[config.mk]
export PLATFORM = sky130hd
export DESIGN_NAME = psum_accum_engine
export DESIGN_NICKNAME = d
export VERILOG_FILES = /design/src/rtl/psum_accum_engine.sv
export SDC_FILE = /design/constraint.sdc
export NUM_CORES = 1
export LEC_CHECK = 0
export BUFFER_PORTS_ARGS = -buffer_cell sky130_fd_sc_hd__buf_2
export CAP_MARGIN = 20
export CORE_MARGIN = 2
export CORE_UTILIZATION = 61
export CTS_CLUSTER_DIAMETER = 40
export CTS_CLUSTER_SIZE = 28
export DETAILED_ROUTE_END_ITERATION = 8
export PLACE_DENSITY = 0.91
export SYNTH_ARGS = -nofsm -noshare
export SYNTH_HDL_FRONTEND = slang
export SYNTH_SLANG_ARGS = --single-unit
[constraint.sdc]
create_clock -name clk -period 6 [get_ports clk]
set_input_delay 1.2 -clock clk [delete_from_list [all_inputs] [get_ports clk]]
set_output_delay 1.2 -clock clk [all_outputs]
set_load 0.05 [all_outputs]
[src/rtl/psum_accum_engine.sv]
// Purpose  : partial-sum accumulator; read-modify-write of one packed psum word per beat, with RAW forwarding.
// Latency  : beat at t -> mem_rden at t, mem_oval at t+MEM_DELAY, registered write at t+MEM_DELAY+1.
// Backpress: none; accepts one beat per cycle, never stalls.
//
// Ports:
//   clk, rst                   clock, synchronous active-high reset
//   psum_dat/psum_vld/psum_end  PE-array beat (lane k at [k*PSUM_WIDTH +: PSUM_WIDTH]), end-of-pass
//   i_conf_*                   beat period, base step, first-pass overwrite, saturate/wrap select
//   mem_radd/mem_rden          read request (combinational from the current beat)
//   mem_odat/mem_oval          read return, exactly MEM_DELAY cycles after mem_rden
//   mem_wadd/mem_wren/mem_idat registered write port
//   busy, o_ovf, o_err         beat in flight, sticky lane overflow, sticky read-return slot error
module psum_accum_engine #(
    parameter int NUM_KERNEL = 4,
    parameter int PSUM_WIDTH = 8,
    parameter int ADDR_WIDTH = 16,
    parameter int MEM_DELAY  = 1,
    parameter int REG_WIDTH  = 32
) (
    input  logic                             clk,
    input  logic                             rst,
    input  logic [NUM_KERNEL*PSUM_WIDTH-1:0] psum_dat,
    input  logic                             psum_vld,
    input  logic                             psum_end,
    input  logic [REG_WIDTH-1:0]             i_conf_weightinterval,
    input  logic [REG_WIDTH-1:0]             i_conf_inputrstcnt,
    input  logic                             i_conf_first,
    input  logic                             i_conf_sat,
    output logic [ADDR_WIDTH-1:0]            mem_radd,
    output logic                             mem_rden,
    input  logic [NUM_KERNEL*PSUM_WIDTH-1:0] mem_odat,
    input  logic                             mem_oval,
    output logic [ADDR_WIDTH-1:0]            mem_wadd,
    output logic                             mem_wren,
    output logic [NUM_KERNEL*PSUM_WIDTH-1:0] mem_idat,
    output logic                             busy,
    output logic                             o_ovf,
    output logic                             o_err
);
    localparam int DW   = NUM_KERNEL * PSUM_WIDTH;
    localparam int PW   = PSUM_WIDTH;
    localparam int HEAD = MEM_DELAY - 1;

    // Address generation
    logic [REG_WIDTH-1:0]  cnt;
    logic [ADDR_WIDTH-1:0] base;
    logic [ADDR_WIDTH-1:0] base_nxt;
    logic [ADDR_WIDTH-1:0] rd_addr;
    logic                  wrap;
    logic                  unused_cfg;

    assign wrap     = psum_vld && (cnt == i_conf_weightinterval);
    assign base_nxt = wrap ? base + i_conf_inputrstcnt[ADDR_WIDTH-1:0] + ADDR_WIDTH'(1) : base;
    // Base arithmetic is modulo the address space, so the upper config bits never matter.
    assign unused_cfg = ^i_conf_inputrstcnt[REG_WIDTH-1:ADDR_WIDTH];

    assign mem_rden = psum_vld & ~rst;
    assign mem_radd = rd_addr;

    // Tag pipe: stage 0 is loaded at issue, stage HEAD lines up with the read return.
    logic                  tg_vld   [MEM_DELAY];
    logic [ADDR_WIDTH-1:0] tg_addr  [MEM_DELAY];
    logic [DW-1:0]         tg_psum  [MEM_DELAY];
    logic                  tg_first [MEM_DELAY];
    logic                  tg_sat   [MEM_DELAY];

    // Write history: entry 0 is the write on the port this cycle, entry MEM_DELAY is the
    // write issued in the same cycle as the read now returning (not seen by the memory).
    logic                  wh_vld  [MEM_DELAY+1];
    logic [ADDR_WIDTH-1:0] wh_addr [MEM_DELAY+1];
    logic [DW-1:0]         wh_dat  [MEM_DELAY+1];

    assign mem_wren = wh_vld[0];
    assign mem_wadd = wh_addr[0];
    assign mem_idat = wh_dat[0];

    logic tag_any;
    always_comb begin
        tag_any = 1'b0;
        for (int i = 0; i < MEM_DELAY; i++) tag_any = tag_any | tg_vld[i];
    end
    assign busy = ~rst & (psum_vld | tag_any | wh_vld[0]);

    // Return stage: pick the old word, add lanes in PW+1 bits, then clamp or truncate.
    logic [DW-1:0] old_word;
    logic [DW-1:0] res_word;
    logic          ovf_any;

    always_comb begin
        logic [PW:0] s;
        s        = '0;
        old_word = mem_odat;
        // Scan oldest to youngest so the youngest matching write wins.
        for (int i = MEM_DELAY; i >= 0; i--) begin
            if (wh_vld[i] && (wh_addr[i] == tg_addr[HEAD])) old_word = wh_dat[i];
        end
        res_word = '0;
        ovf_any  = 1'b0;
        for (int k = 0; k < NUM_KERNEL; k++) begin
            s = (tg_first[HEAD] ? {(PW+1){1'b0}} : {old_word[k*PW+PW-1], old_word[k*PW +: PW]})
              + {tg_psum[HEAD][k*PW+PW-1], tg_psum[HEAD][k*PW +: PW]};
            if (s[PW] != s[PW-1]) begin
                ovf_any = 1'b1;
                // Sign of the exact sum selects the rail: negative -> min, positive -> max.
                res_word[k*PW +: PW] = tg_sat[HEAD] ? {s[PW], {(PW-1){~s[PW]}}} : s[PW-1:0];
            end else begin
                res_word[k*PW +: PW] = s[PW-1:0];
            end
        end
    end

    always_ff @(posedge clk) begin
        if (rst) begin
            cnt     <= '0;
            base    <= '0;
            rd_addr <= '0;
            for (int i = 0; i < MEM_DELAY; i++) begin
                tg_vld[i]   <= 1'b0;
                tg_addr[i]  <= '0;
                tg_psum[i]  <= '0;
                tg_first[i] <= 1'b0;
                tg_sat[i]   <= 1'b0;
            end
            for (int i = 0; i <= MEM_DELAY; i++) begin
                wh_vld[i]  <= 1'b0;
                wh_addr[i] <= '0;
                wh_dat[i]  <= '0;
            end
            o_ovf <= 1'b0;
            o_err <= 1'b0;
        end else begin
            if (psum_vld) cnt <= wrap ? '0 : cnt + REG_WIDTH'(1);
            base <= base_nxt;
            if (psum_end)      rd_addr <= base_nxt;
            else if (psum_vld) rd_addr <= rd_addr + ADDR_WIDTH'(1);

            tg_vld[0]   <= psum_vld;
            tg_addr[0]  <= rd_addr;
            tg_psum[0]  <= psum_dat;
            tg_first[0] <= i_conf_first;
            tg_sat[0]   <= i_conf_sat;
            for (int i = 1; i < MEM_DELAY; i++) begin
                tg_vld[i]   <= tg_vld[i-1];
                tg_addr[i]  <= tg_addr[i-1];
                tg_psum[i]  <= tg_psum[i-1];
                tg_first[i] <= tg_first[i-1];
                tg_sat[i]   <= tg_sat[i-1];
            end

            wh_vld[0]  <= tg_vld[HEAD];
            wh_addr[0] <= tg_addr[HEAD];
            wh_dat[0]  <= res_word;
            for (int i = 1; i <= MEM_DELAY; i++) begin
                wh_vld[i]  <= wh_vld[i-1];
                wh_addr[i] <= wh_addr[i-1];
                wh_dat[i]  <= wh_dat[i-1];
            end

            if (tg_vld[HEAD] && ovf_any) o_ovf <= 1'b1;
            // Data always follows the tag; a return in the wrong slot is only flagged.
            if (mem_oval != tg_vld[HEAD]) o_err <= 1'b1;
        end
    end
endmodule

==> results by stage <==
Logic synthesis:
- The area fraction in compound gates after synthesis is 0.128.
- The top-area cell type share of the netlist area is 0.392.
- In this run, synthesis produced a sequential element count of between 200 and 250.
- The share of flip-flops with an asynchronous set or reset is 0.
- The multiplexer share of the synthesized area is 0.0384.
- The synthesis warning total is 0.
- The dominant combinational cell family by area after synthesis is simple AND/OR/NAND/NOR gates.
- The biggest area contributor in the post-synthesis netlist is sky130_fd_sc_hd__dfxtp_1.
- The synthesized netlist cell count is about 1200.
- The cell area after synthesis is between 10000 and 15000 µm².
- Synthesis instantiated 58 different standard cells from the library.
- The post-synthesis share of cell area spent on and, or, nand and nor gates is 0.203.
- The number of nets in the synthesized netlist is between 1000 and 1500.
- The synthesized design contains 0 enable-type register cells.
- Of the total synthesized cell area, the portion taken by XOR and XNOR cells is 0.112.
- The mean instance size in the synthesized netlist is about 9.0 µm².
- The post-synthesis adder-cell area fraction is 0.0649.
- The sequential area share after synthesis is 0.392.
- After synthesis, the cell types taking the most area are sky130_fd_sc_hd__dfxtp_1 39%, sky130_fd_sc_hd__nor2b_1 7.2%, sky130_fd_sc_hd__xor2_1 5.7%, sky130_fd_sc_hd__ha_1 5.6%, sky130_fd_sc_hd__xnor2_1 5.6%.
- The prevailing post-synth register cell is sky130_fd_sc_hd__dfxtp_1.

Clock network:
- The number of clock buffers added by TritonCTS is 30.
- After clock tree synthesis, the clock-pin slew on the worst setup and hold paths is around 0.07 ns.
- Clock latency on the worst-skew pair, taken at its later pin, is 0.55 ns.
- Post-CTS repair changed the size of 0 cells.
- CTS built an H-tree with a depth of 1.
- The clock net in this run drives a total of approximately 220 sinks.
- The number of setup buffers added after CTS is 0.
- The worst-case clock buffer depth is 3.
- The root buffer selected by CTS is sky130_fd_sc_hd__clkbuf_16.
- The count of hold-fix buffers inserted at cts is 0.
- The CTS tree is built.

Drt:
- The detail route stage leaves a number of antenna-violating nets equal to 0.
- In the routed design, unresolved DRC markers number 0.
- In this run, the number of DRC markers left after iteration 0 of detailed routing was ~530.
- The final layout contains routed wiring with a total length of 27100 µm.
- The via-per-instance ratio is between 5 and 6.
- The first-pass iteration count of the detailed router is 7.
- The average wire length per cell after detail routing is about 17 µm.
- The via total after detailed routing is 9133.

Floorplanning:
- The die covers around 19000 µm².
- The number of rows created at floorplan is 49.
- The core box area is 17800 µm².
- The initial utilization of the core area, before any placement, comes to 0.615.
- The die height is ~140 µm.
- The boundary pin count is 204.
- The floorplan step set the die width to roughly 140 µm.

Finish:
- The area growth from synthesis to layout is 16.7%.
- The finished layout holds 1605 standard cells, fillers aside.
- The final layout contains ~1500 nets.
- The number of fillers in the final layout is around 1300.
- The proportion of layout cells with a drive suffix above 1 is 0.189.

Setup path:
- The endpoint arrival time on the critical path is about 5 ns.
- The critical-path maximum fanout is 32.
- The peak per-stage delay on the critical path is 0.61 ns.
- The family with the most delay on the worst path is compound AO/OA/AOI/OAI gates.
- Traced cell by cell, the critical path runs through xor2_1 > nor4_1 > nand4_1 > buf_4 > mux2i_1 > a211oi_1 > ha_1 > inv_1 > fa_1 > nor2b_1 > o21ai_0 > a21oi_1 > o41ai_1 > xnor2_1 > a41oi_1 > o21a_1.
- The cell with the largest stage delay on the worst path is sky130_fd_sc_hd__xnor2_1.
- Counting both buffers and inverters, the worst setup path holds a total of 2.
- The kind of end point of the critical path is a flip-flop.
- STA classifies the critical path startpoint as a flip-flop.
- The data required time at the worst endpoint is 6.45 ns.
- The critical path is of the flip-flop to flip-flop type.

Timing:
- The number of max-slew violations in the final report came to 0.
- Setup violations remaining at the end of the flow were counted as 0.
- The count of final hold-check violations is 0.
- The setup clock skew after layout is approximately 0.021 ns.
- The time the final worst path needs with I/O delays and setup is approximately 4.5 ns.
- The maximum operating frequency is 222 MHz.
- The final-layout worst hold slack is 0.465 ns.
- Of the available clock period, the critical path in the final layout requires 0.752.
- At the pin with the least slew margin, the transition time is between 0.9 and 1 ns.
- Measured against its own limit, the worst slew margin works out to 0.392.
- Setup repair after global routing left no endpoint under its margin.
- The total negative slack for setup checks is 0 ns.

Power and ir drop:
- Summed over all nets, the switching power comes to roughly 1.2 mW.
- The internal portion of the total power is a little under 3 mW.
- Of the total power, registers draw 0.381.
- The highest ir drop seen on vdd is 292 µV.
- The switching share of power is 0.289.
- Of the total power, combinational logic draws 0.149.
- In this run the power density over the cells is between 300 and 400 nW/µm².
- The share of total power dissipated in the clock network is 0.470.
- The total leakage power is approximately 5.8 nW.

Global route:
- The number of antenna violations at the first check in global routing is 4.
- The first-pass GRT wire length is 43500 µm.
- The via count of the first global-routing pass is approximately 8900.
- Entering global routing, the biggest net connects between 100 and 150 pins.
- The overall overflow remaining after global route is 0.
- Across every metal layer, demand over resource in global routing totals 0.273.

Placement:
- The placed cell count is around 1500.
- Port buffering added about 190 buffers.
- At the end of routability-driven placement, the weighted congestion stood at 0.917.
- The final HPWL from detailed placement is between 15000 and 20000 µm.

Hold path:
- The path class of the tightest hold or removal check is flip-flop to flip-flop.

Flow run:
- The number of maximum-capacitance constraint violations is 0.

Outcome:
- The flow ran to the end, and the final reports show no timing, DRC or antenna violations.
-- cells in the mapped netlist, types with 4 or more instances --
master                       n
sky130_fd_sc_hd__nor2_1    145
sky130_fd_sc_hd__nand4_1    25
sky130_fd_sc_hd__a311oi_1    4
sky130_fd_sc_hd__fa_1        5
sky130_fd_sc_hd__o311a_1     4
sky130_fd_sc_hd__and3_1     11
sky130_fd_sc_hd__buf_2       6
sky130_fd_sc_hd__a211o_1     4
sky130_fd_sc_hd__a21oi_1    53
sky130_fd_sc_hd__nor3_1     25
sky130_fd_sc_hd__a211oi_1   48
sky130_fd_sc_hd__xor2_1     71
sky130_fd_sc_hd__o211ai_1    4
sky130_fd_sc_hd__nor4_1     17
sky130_fd_sc_hd__ha_1       49
sky130_fd_sc_hd__clkbuf_1   39
sky130_fd_sc_hd__buf_4      49
sky130_fd_sc_hd__nand2b_1    6
sky130_fd_sc_hd__mux2i_1    41
sky130_fd_sc_hd__o21bai_1    6
sky130_fd_sc_hd__a31oi_1     7
sky130_fd_sc_hd__o21ai_0    48
sky130_fd_sc_hd__o41ai_1     5
sky130_fd_sc_hd__xnor2_1    70
sky130_fd_sc_hd__o21a_1      5
sky130_fd_sc_hd__o21ai_1     4
sky130_fd_sc_hd__dfxtp_1   215
sky130_fd_sc_hd__nand3_1    19
sky130_fd_sc_hd__nand2_1    33
sky130_fd_sc_hd__inv_1      28
sky130_fd_sc_hd__a21o_1      8
sky130_fd_sc_hd__nor2b_1   126
sky130_fd_sc_hd__or2_2       4
-- power groups by stage --
stage	Sequential (mW)	Combinational, mW	Clock, mW
2_1_floorplan	1.59	0.470	0
3_3_place_gp	1.58	0.574	0
3_5_place_dp	1.59	0.594	0
4_1_cts	1.56	0.604	1.94
5_1_grt	1.56	0.656	2.00
6_report	1.56	0.609	1.92
-- cells in the final DEF, fill, tap and decap left out, types with 33 or more instances in the layout --
master / Yosys / routed
sky130_fd_sc_hd__o21ai_0: 48 / 48
sky130_fd_sc_hd__mux2i_1: 41 / 41
sky130_fd_sc_hd__xnor2_1: 70 / 70
sky130_fd_sc_hd__nor2b_1: 126 / 126
sky130_fd_sc_hd__a21oi_1: 53 / 53
sky130_fd_sc_hd__nand2_1: 33 / 33
sky130_fd_sc_hd__dfxtp_1: 215 / 215
sky130_fd_sc_hd__a211oi_1: 48 / 48
sky130_fd_sc_hd__xor2_1: 71 / 71
sky130_fd_sc_hd__nor2_1: 145 / 145
sky130_fd_sc_hd__buf_2: 6 / 186
sky130_fd_sc_hd__ha_1: 49 / 49
-- registers in the layout, indices dropped and copies added, names as in the netlist, 2 cells and up --
name and flops:
wh_dat 64, cnt 32, tg_psum 32, wh_addr 32, base 16, mem_radd 16
tg_addr 16, wh_vld 2
-- through the flow --
step	instance area (µm²)	power [mW]	setup WS, ns	util
4_1_cts	12800	4.10	1.52	0.718
3_3_place_gp	11700	2.16	1.70	0.655
6_report	12800	4.09	1.49	0.718
3_5_place_dp	11700	2.18	1.53	0.655
2_1_floorplan	11000	2.06	1.99	-
5_1_grt	12800	4.22	1.14	0.718
-- final timing paths --
check	depth (start not counted)	slack [ns]	to	startpoint
max	16	1.49	o_ovf	tg_addr[0][2]
min	1	0.47	o_ovf	o_ovf
max reg2reg	16	1.49	o_ovf	tg_addr[0][2]
min reg2reg	1	0.47	o_ovf	o_ovf
-- final cells by class --
type,instances,area (µm²),area share
multi-input cells,881,6000,0.468
flip-flops and latches,215,4300,0.336
repair buffers,194,995,0.0776
clock buffers,35,811,0.0633
clock inverters,21,308,0.0240
well taps,229,287,0.0224
inverters,28,105,0.00820
diodes,2,5.00,0.000390
-- metal layers --
metal	part of all wire	vias to the layer above	track usage	wire length (µm)
met4	0.032	4	0.0988	869
li1	-	4446	-	-
met5	0.00085	-	0	23
met3	0.071	82	0.0585	1930
met2	0.48	356	0.471	13100
met1	0.41	4245	0.336	11200
-- logic make-up after synthesis --
| logic type | Yosys count |
|---|---|
| XOR/XNOR | 141 |
| adder cells (fa/ha/maj) | 54 |
| buffers and inverters | 126 |
| flip-flops | 215 |
| AO/OA/AOI/OAI | 214 |
| AND/OR/NAND/NOR | 430 |
| multiplexers | 42 |
No activity file was read; power rests on OpenSTA's default activity.
